===== src/rtl/rsa_uart_pkg.sv =====
// Shared constants for the RSA UART controller.
//   Command opcodes, the NAK byte, FSM state encodings, operand target codes,
//   and a helper that recognises valid command bytes.
package rsa_uart_pkg;

  localparam logic [7:0] CMD_LOAD_A = 8'h01;
  localparam logic [7:0] CMD_LOAD_B = 8'h02;
  localparam logic [7:0] CMD_LOAD_M = 8'h03;
  localparam logic [7:0] CMD_START  = 8'h10;
  localparam logic [7:0] NAK_BYTE   = 8'hEE;

  localparam logic [2:0] ST_IDLE  = 3'd0;
  localparam logic [2:0] ST_LOAD  = 3'd1;
  localparam logic [2:0] ST_START = 3'd2;
  localparam logic [2:0] ST_WAIT  = 3'd3;
  localparam logic [2:0] ST_SEND  = 3'd4;
  localparam logic [2:0] ST_NAK   = 3'd5;

  localparam logic [1:0] TGT_A = 2'd0;
  localparam logic [1:0] TGT_B = 2'd1;
  localparam logic [1:0] TGT_M = 2'd2;

  function automatic logic is_command(input logic [7:0] b);
    return (b == CMD_LOAD_A) || (b == CMD_LOAD_B) ||
           (b == CMD_LOAD_M) || (b == CMD_START);
  endfunction

endpackage


===== src/rtl/rsa_uart_ctrl_if.sv =====
// Bus bundle between the RSA UART controller and its UART/core neighbours.
//   UART rx: rx_valid, rx_byte         UART tx: tx_valid, tx_byte, tx_ready
//   Core:    op_a, op_b, op_m, core_start, core_done, core_result
// master = controller side, slave = UART + RSA core side.
interface rsa_uart_ctrl_if #(
  parameter int N = 32
);
  logic         rx_valid;
  logic [7:0]   rx_byte;
  logic         tx_ready;
  logic         tx_valid;
  logic [7:0]   tx_byte;
  logic [N-1:0] op_a;
  logic [N-1:0] op_b;
  logic [N-1:0] op_m;
  logic         core_start;
  logic         core_done;
  logic [N-1:0] core_result;

  modport master (
    input  rx_valid, rx_byte, tx_ready, core_done, core_result,
    output tx_valid, tx_byte, op_a, op_b, op_m, core_start
  );

  modport slave (
    output rx_valid, rx_byte, tx_ready, core_done, core_result,
    input  tx_valid, tx_byte, op_a, op_b, op_m, core_start
  );
endinterface


===== src/rtl/rsa_uart_ctrl_parallel_to_serial.sv =====
// N-bit parallel load, MSB-first byte serialiser with valid/ready handshake.
//   load/load_data/load_last : start a burst; load_last = index of final byte
//   tx_ready/tx_valid/tx_byte: byte stream, tx_byte held while stalled
//   done                     : combinational, high on the final transfer
module parallel_to_serial #(
  parameter int N   = 32,
  parameter int BCW = 3
) (
  input  logic           clk,
  input  logic           reset,
  input  logic           load,
  input  logic [N-1:0]   load_data,
  input  logic [BCW-1:0] load_last,
  input  logic           tx_ready,
  output logic           tx_valid,
  output logic [7:0]     tx_byte,
  output logic           done
);
  logic [N-1:0]   shift;
  logic [BCW-1:0] cnt;
  logic [BCW-1:0] last;

  assign tx_byte = shift[N-1:N-8];
  assign done    = tx_valid && tx_ready && (cnt == last);

  always_ff @(posedge clk) begin
    if (reset) begin
      shift    <= '0;
      cnt      <= '0;
      last     <= '0;
      tx_valid <= 1'b0;
    end else if (load) begin
      shift    <= load_data;
      cnt      <= '0;
      last     <= load_last;
      tx_valid <= 1'b1;
    end else if (tx_valid && tx_ready) begin
      // Zero fill means tx_byte reads 0 once the burst has drained.
      shift <= {shift[N-9:0], 8'h00};
      if (cnt == last) begin
        cnt      <= '0;
        tx_valid <= 1'b0;
      end else begin
        cnt <= cnt + BCW'(1);
      end
    end
  end
endmodule


===== src/rtl/rsa_uart.sv =====
// RSA UART command controller.
//   iCE_CLK : clock, rising edge     reset : synchronous, active-high
//   bus     : UART rx/tx and RSA core signals (master modport)
//   busy    : FSM not idle           err   : sticky protocol error
// Commands: 01/02/03 load A/B/M with N/8 MSB-first bytes, 10 runs the core
// and returns the N-bit result MSB-first; anything else answers 0xEE.
module rsa_uart_ctrl
  import rsa_uart_pkg::*;
#(
  parameter int N   = 32,
  parameter int BCW = 3
) (
  input  logic              iCE_CLK,
  input  logic              reset,
  rsa_uart_ctrl_if.master   bus,
  output logic              busy,
  output logic              err
);
  localparam logic [BCW-1:0] LAST_BYTE = BCW'(N/8 - 1);

  logic [2:0]     state;
  logic [1:0]     target;
  logic [BCW-1:0] rx_cnt;
  logic [N-9:0]   rx_shift;

  logic           ser_load;
  logic [N-1:0]   ser_data;
  logic [BCW-1:0] ser_last;
  logic           ser_done;

  assign busy           = (state != ST_IDLE);
  assign bus.core_start = (state == ST_START);

  // The serialiser is loaded on the same edge that enters NAK or SEND,
  // so tx_valid rises together with the state change.
  always_comb begin
    ser_load = 1'b0;
    ser_data = '0;
    ser_last = '0;
    if (state == ST_IDLE && bus.rx_valid && !is_command(bus.rx_byte)) begin
      ser_load = 1'b1;
      ser_data = {NAK_BYTE, (N-8)'(0)};
    end else if (state == ST_WAIT && bus.core_done) begin
      ser_load = 1'b1;
      ser_data = bus.core_result;
      ser_last = LAST_BYTE;
    end
  end

  always_ff @(posedge iCE_CLK) begin
    if (reset) begin
      state    <= ST_IDLE;
      target   <= TGT_A;
      rx_cnt   <= '0;
      rx_shift <= '0;
      bus.op_a <= '0;
      bus.op_b <= '0;
      bus.op_m <= '0;
      err      <= 1'b0;
    end else begin
      if ((bus.rx_valid && (state == ST_START || state == ST_WAIT ||
                            state == ST_SEND  || state == ST_NAK)) ||
          (bus.core_done && state != ST_WAIT))
        err <= 1'b1;

      case (state)
        ST_IDLE: begin
          if (bus.rx_valid) begin
            rx_cnt <= '0;
            case (bus.rx_byte)
              CMD_LOAD_A: begin target <= TGT_A; state <= ST_LOAD; end
              CMD_LOAD_B: begin target <= TGT_B; state <= ST_LOAD; end
              CMD_LOAD_M: begin target <= TGT_M; state <= ST_LOAD; end
              CMD_START:  state <= ST_START;
              default:    state <= ST_NAK;
            endcase
          end
        end
        ST_LOAD: begin
          if (bus.rx_valid) begin
            if (rx_cnt == LAST_BYTE) begin
              case (target)
                TGT_A:   bus.op_a <= {rx_shift, bus.rx_byte};
                TGT_B:   bus.op_b <= {rx_shift, bus.rx_byte};
                default: bus.op_m <= {rx_shift, bus.rx_byte};
              endcase
              rx_cnt <= '0;
              state  <= ST_IDLE;
            end else begin
              rx_shift <= (N-8)'({rx_shift, bus.rx_byte});
              rx_cnt   <= rx_cnt + BCW'(1);
            end
          end
        end
        ST_START: state <= ST_WAIT;
        ST_WAIT:  if (bus.core_done) state <= ST_SEND;
        ST_SEND,
        ST_NAK:   if (ser_done) state <= ST_IDLE;
        default:  state <= ST_IDLE;
      endcase
    end
  end

  parallel_to_serial #(.N(N), .BCW(BCW)) u_tx (
    .clk       (iCE_CLK),
    .reset     (reset),
    .load      (ser_load),
    .load_data (ser_data),
    .load_last (ser_last),
    .tx_ready  (bus.tx_ready),
    .tx_valid  (bus.tx_valid),
    .tx_byte   (bus.tx_byte),
    .done      (ser_done)
  );
endmodule


===== src/flat_wrapper.sv =====
// flat-port wrapper written by rule: the top's interface ports become plain ports
module rsa_uart_ctrl_flat import rsa_uart_pkg::*;
#(
  parameter int N   = 32,
  parameter int BCW = 3
)
  (iCE_CLK, reset, busy, err, bus_rx_valid, bus_rx_byte, bus_tx_ready, bus_core_done, bus_core_result, bus_tx_valid, bus_tx_byte, bus_op_a, bus_op_b, bus_op_m, bus_core_start);
  rsa_uart_ctrl_if #(.N(N)) bus_i ();
  input  logic iCE_CLK;
  input  logic reset;
  output logic busy;
  output logic err;
  input wire logic [$bits(bus_i.rx_valid)-1:0] bus_rx_valid;
  input wire logic [$bits(bus_i.rx_byte)-1:0] bus_rx_byte;
  input wire logic [$bits(bus_i.tx_ready)-1:0] bus_tx_ready;
  input wire logic [$bits(bus_i.core_done)-1:0] bus_core_done;
  input wire logic [$bits(bus_i.core_result)-1:0] bus_core_result;
  output wire logic [$bits(bus_i.tx_valid)-1:0] bus_tx_valid;
  output wire logic [$bits(bus_i.tx_byte)-1:0] bus_tx_byte;
  output wire logic [$bits(bus_i.op_a)-1:0] bus_op_a;
  output wire logic [$bits(bus_i.op_b)-1:0] bus_op_b;
  output wire logic [$bits(bus_i.op_m)-1:0] bus_op_m;
  output wire logic [$bits(bus_i.core_start)-1:0] bus_core_start;
  assign bus_i.rx_valid = bus_rx_valid;
  assign bus_i.rx_byte = bus_rx_byte;
  assign bus_i.tx_ready = bus_tx_ready;
  assign bus_i.core_done = bus_core_done;
  assign bus_i.core_result = bus_core_result;
  assign bus_tx_valid = bus_i.tx_valid;
  assign bus_tx_byte = bus_i.tx_byte;
  assign bus_op_a = bus_i.op_a;
  assign bus_op_b = bus_i.op_b;
  assign bus_op_m = bus_i.op_m;
  assign bus_core_start = bus_i.core_start;
  rsa_uart_ctrl #(.N(N), .BCW(BCW)) u_core (.iCE_CLK(iCE_CLK), .reset(reset), .bus(bus_i), .busy(busy), .err(err));
endmodule

===== config.mk =====
export PLATFORM = sky130hd
export DESIGN_NAME = rsa_uart_ctrl_flat
export DESIGN_NICKNAME = d
export VERILOG_FILES = /design/src/rtl/rsa_uart_pkg.sv /design/src/rtl/rsa_uart_ctrl_if.sv /design/src/rtl/rsa_uart_ctrl_parallel_to_serial.sv /design/src/rtl/rsa_uart.sv /design/src/flat_wrapper.sv
export SDC_FILE = /design/constraint.sdc
export NUM_CORES = 1
export LEC_CHECK = 0
export CORE_ASPECT_RATIO = 0.6
export CORE_MARGIN = 2
export CORE_UTILIZATION = 56
export DETAILED_ROUTE_END_ITERATION = 12
export DONT_BUFFER_PORTS = 1
export PLACE_DENSITY = 0.81
export SETUP_SLACK_MARGIN = 0.3
export SYNTH_ARGS = -nofsm -noshare
export SYNTH_HDL_FRONTEND = slang
export SYNTH_SLANG_ARGS = --single-unit

===== constraint.sdc =====
create_clock -name iCE_CLK -period 1.75 [get_ports iCE_CLK]
set_input_delay 0.2625 -clock iCE_CLK [delete_from_list [all_inputs] [get_ports iCE_CLK]]
set_output_delay 0.2625 -clock iCE_CLK [all_outputs]
set_load 0.05 [all_outputs]

==> metrics.txt <==
Syn Area/Cell 8.13 um^2; Worst IR Drop VDD 0.733 mV; crit start category flop; final setup TNS -15.08 ns; M1 WL 10700 um; max layer used met5; RSZ-0062 raised after global routing true; WHS -0.0908 ns; Final Wtd Congestion 0.881; I/O pin count 153; Tot Pwr 9.01 mW; worst endpoint required time 2.11 ns; Synth Flop Type dfxtp_1; clk root buf clkbuf_16; initial core utilization 57.5%; # diodes 0; leakage 4.14 nW; crit-path cells buf_6 > nand4bb_4 > buf_6 > nor4_4 > buf_4 > buf_6 > buf_16 > nand2_1 > a21oi_1; Row Count 30; Setup WS post-layout -0.291 ns; routed via count 7459; Die X 143 um; CP peak stage delay 0.34 ns; CTS Sinks 166; worst skew pair latency 0.45 ns; number of flops mapped to enable cells by yosys 0; Fillers 402; utilization after layout 88.2%; Num CTS Buffers 17; pin count of the biggest net entering global routing 155; Power Density 901 nW/um^2; die height 87.6 um; met3 WL 5580 um; grt ovf 0; TritonCTS clock tree built; Slowest cell on crit path dfxtp_2; vias in the first global route 6481; synthesized flop and latch total 166; period utilization 117%; drt drc 0; antenna-violating nets left 0; library cells used by synthesis 54; CTS Buffer Depth 2; number of max-cap violations 0; die area 12600 um^2; Final Hold Viols 48; Fmax 0.490 GHz; Setup Viol. Count Final 143; max-slew violation count 0; syn_nets 849; skew final 0.0149 ns; status complete, but fails checks; via/cell ratio 7.36; PortBufs 0; gr usage total 38.2%; Worst Tran Pin Value 0.641 ns; first-pass GRT wire length 36100 um; min Tclk post-route 2.04 ns; synthesized instance count 802; Final HPWL DP 12200 um; failing checks hold timing, setup timing; synthesized area 6520 um^2; ys async rst share 0%; final net count 887; met2 wire len 12700 um; Total Wirelength 31600 um; Detailed Route Iter0 Violations 1243; share of layout cells above drive strength 1 47.8%; clk slew on worst S/H paths 0.07 ns; YS warnings 0; Rel. slew slack 57.2%; CP arrival 2.40 ns; H-Tree Depth 4; crit path kind flop to flop; critical path peak fanout 7; Avg WL per Cell 31.2 um; Hold WC Path Type input pin to flop; Pre-Repair DR Iteration Count 12; Seq/Total Area, Yosys 51.0%; Core ar. 11300 um^2; Area Overhead vs Synth 53.3%; cell mode on critical path buf_6; initial antenna violation count 0; crit end category flop
## sequential cells by signal, summed over array words and instances, names as in the netlist
signal / count
u_core.u_tx.tx_valid: 1
u_core.target: 2
u_core.u_tx.cnt: 3
u_core.bus.op_b: 32
u_core.u_tx.shift: 32
u_core.rx_shift: 24
u_core.bus.op_m: 32
u_core.bus.op_a: 32
u_core.u_tx.last: 1
u_core.rx_cnt: 3
u_core.err: 1
u_core.state: 3
## power by group
part	internal [mW]	leakage (nW)	switching (mW)
Clock	2.05	0.289	1.82
Combinational	0.511	2.51	0.557
Sequential	3.87	1.35	0.202
## Yosys cell counts (3+ instances only)
library cell	n	share of area, %
nor2_1	17	0.98
a31o_2	4	0.54
nand3_1	3	0.23
a221oi_1	19	2.6
buf_2	12	0.92
clkbuf_1	53	3.1
buf_4	8	0.92
a21oi_1	129	9.9
or3_1	3	0.29
nor3_1	5	0.38
a31o_1	4	0.54
o21ai_0	5	0.38
nand2_1	263	15
a32o_1	6	0.92
nor2b_1	4	0.38
inv_1	25	1.4
and3_1	10	0.96
o221ai_1	24	3.2
dfxtp_1	166	51
## critical path: cells and delay by family (launching register included)
kind            cells  cell delay [ns]
buf+inv             5             0.81
compound gates      1             0.15
simple gates        3             0.65
flops               1             0.34
## metal layers
metal  global-route usage, %  vias to the layer above
met5                       0                        -
met4                    18.1                        2
met3                    14.7                      295
met2                    57.2                      878
met1                    49.2                     3460
li1                        -                     2824
## final timing paths
path                                                         to                       startpoint  slack (ns)  cells past startpoint
worst max register to register  u_core.bus.op_a[0]$_SDFFE_PP0P_     u_core.state[2]$_SDFFE_PP0P_       -0.29                      9
worst min-delay path            u_core.u_tx.cnt[1]$_SDFFE_PP0P_                            reset       -0.09                      1
worst min register to register  u_core.bus.op_m[2]$_SDFFE_PP0P_  u_core.bus.op_m[2]$_SDFFE_PP0P_        0.47                      2
worst max-delay path            u_core.bus.op_a[0]$_SDFFE_PP0P_     u_core.state[2]$_SDFFE_PP0P_       -0.29                      9
## kinds of logic after synthesis
| family | Yosys count | synth area share (%) |
|---|---|---|
| AO/OA/AOI/OAI | 209 | 20.5 |
| XOR/XNOR | 1 | 0.134 |
| adder cells (fa/ha/maj) | 2 | 0.384 |
| buffers and inverters | 99 | 6.41 |
| flip-flops | 166 | 51.0 |
| multiplexers | 2 | 0.326 |
| AND/OR/NAND/NOR | 323 | 21.3 |
## area by class of cell
type	instances	area [um^2]	share of cell area [%]
Clock buffer	19	443	4.43
Clock inverter	13	140	1.40
Inverter	26	108	1.08
Multi-Input combinational cell	537	4330	43.4
Sequential cell	166	3330	33.3
Tap cell	160	200	2.00
Timing Repair Buffer	92	1440	14.4
## per-stage QoR
| step | worst slack, ns | cells | hold WS (ns) | instance area (um^2) |
|---|---|---|---|---|
| after CTS | 0.0531 | 994 | -0.0881 | 8470 |
| after floorplan | 0.0806 | 802 | 0.398 | 6670 |
| after global routing | -0.284 | 1013 | -0.0998 | 9990 |
| final | -0.291 | 1013 | -0.0908 | 9990 |
| after global placement | 0.0125 | 921 | 0.347 | 6850 |
| after detailed placement | -0.0249 | 921 | 0.354 | 6850 |
## cell usage in the layout (no fill, tap or decap), drive strengths merged, types with 8 or more instances in the layout
cell	n
a221oi	19
a21oi	129
dfxtp	166
buf	84
inv	30
a31o	8
o221ai	24
nand2	263
and3	10
clkbuf	26
nor2	17
clkinv	8
## what timing repair did
| action | CTS | global route |
|---|---|---|
| resized for setup | 120 | 306 |
| pin swaps | 25 | 153 |
| endpoints found under the setup margin | 164 | 165 |
| buffers inserted | 25 | 10 |
| hold endpoints to repair | 146 | 146 |
| gates cloned | 16 | 9 |
Note: power is estimated with default switching activity, not from simulation.
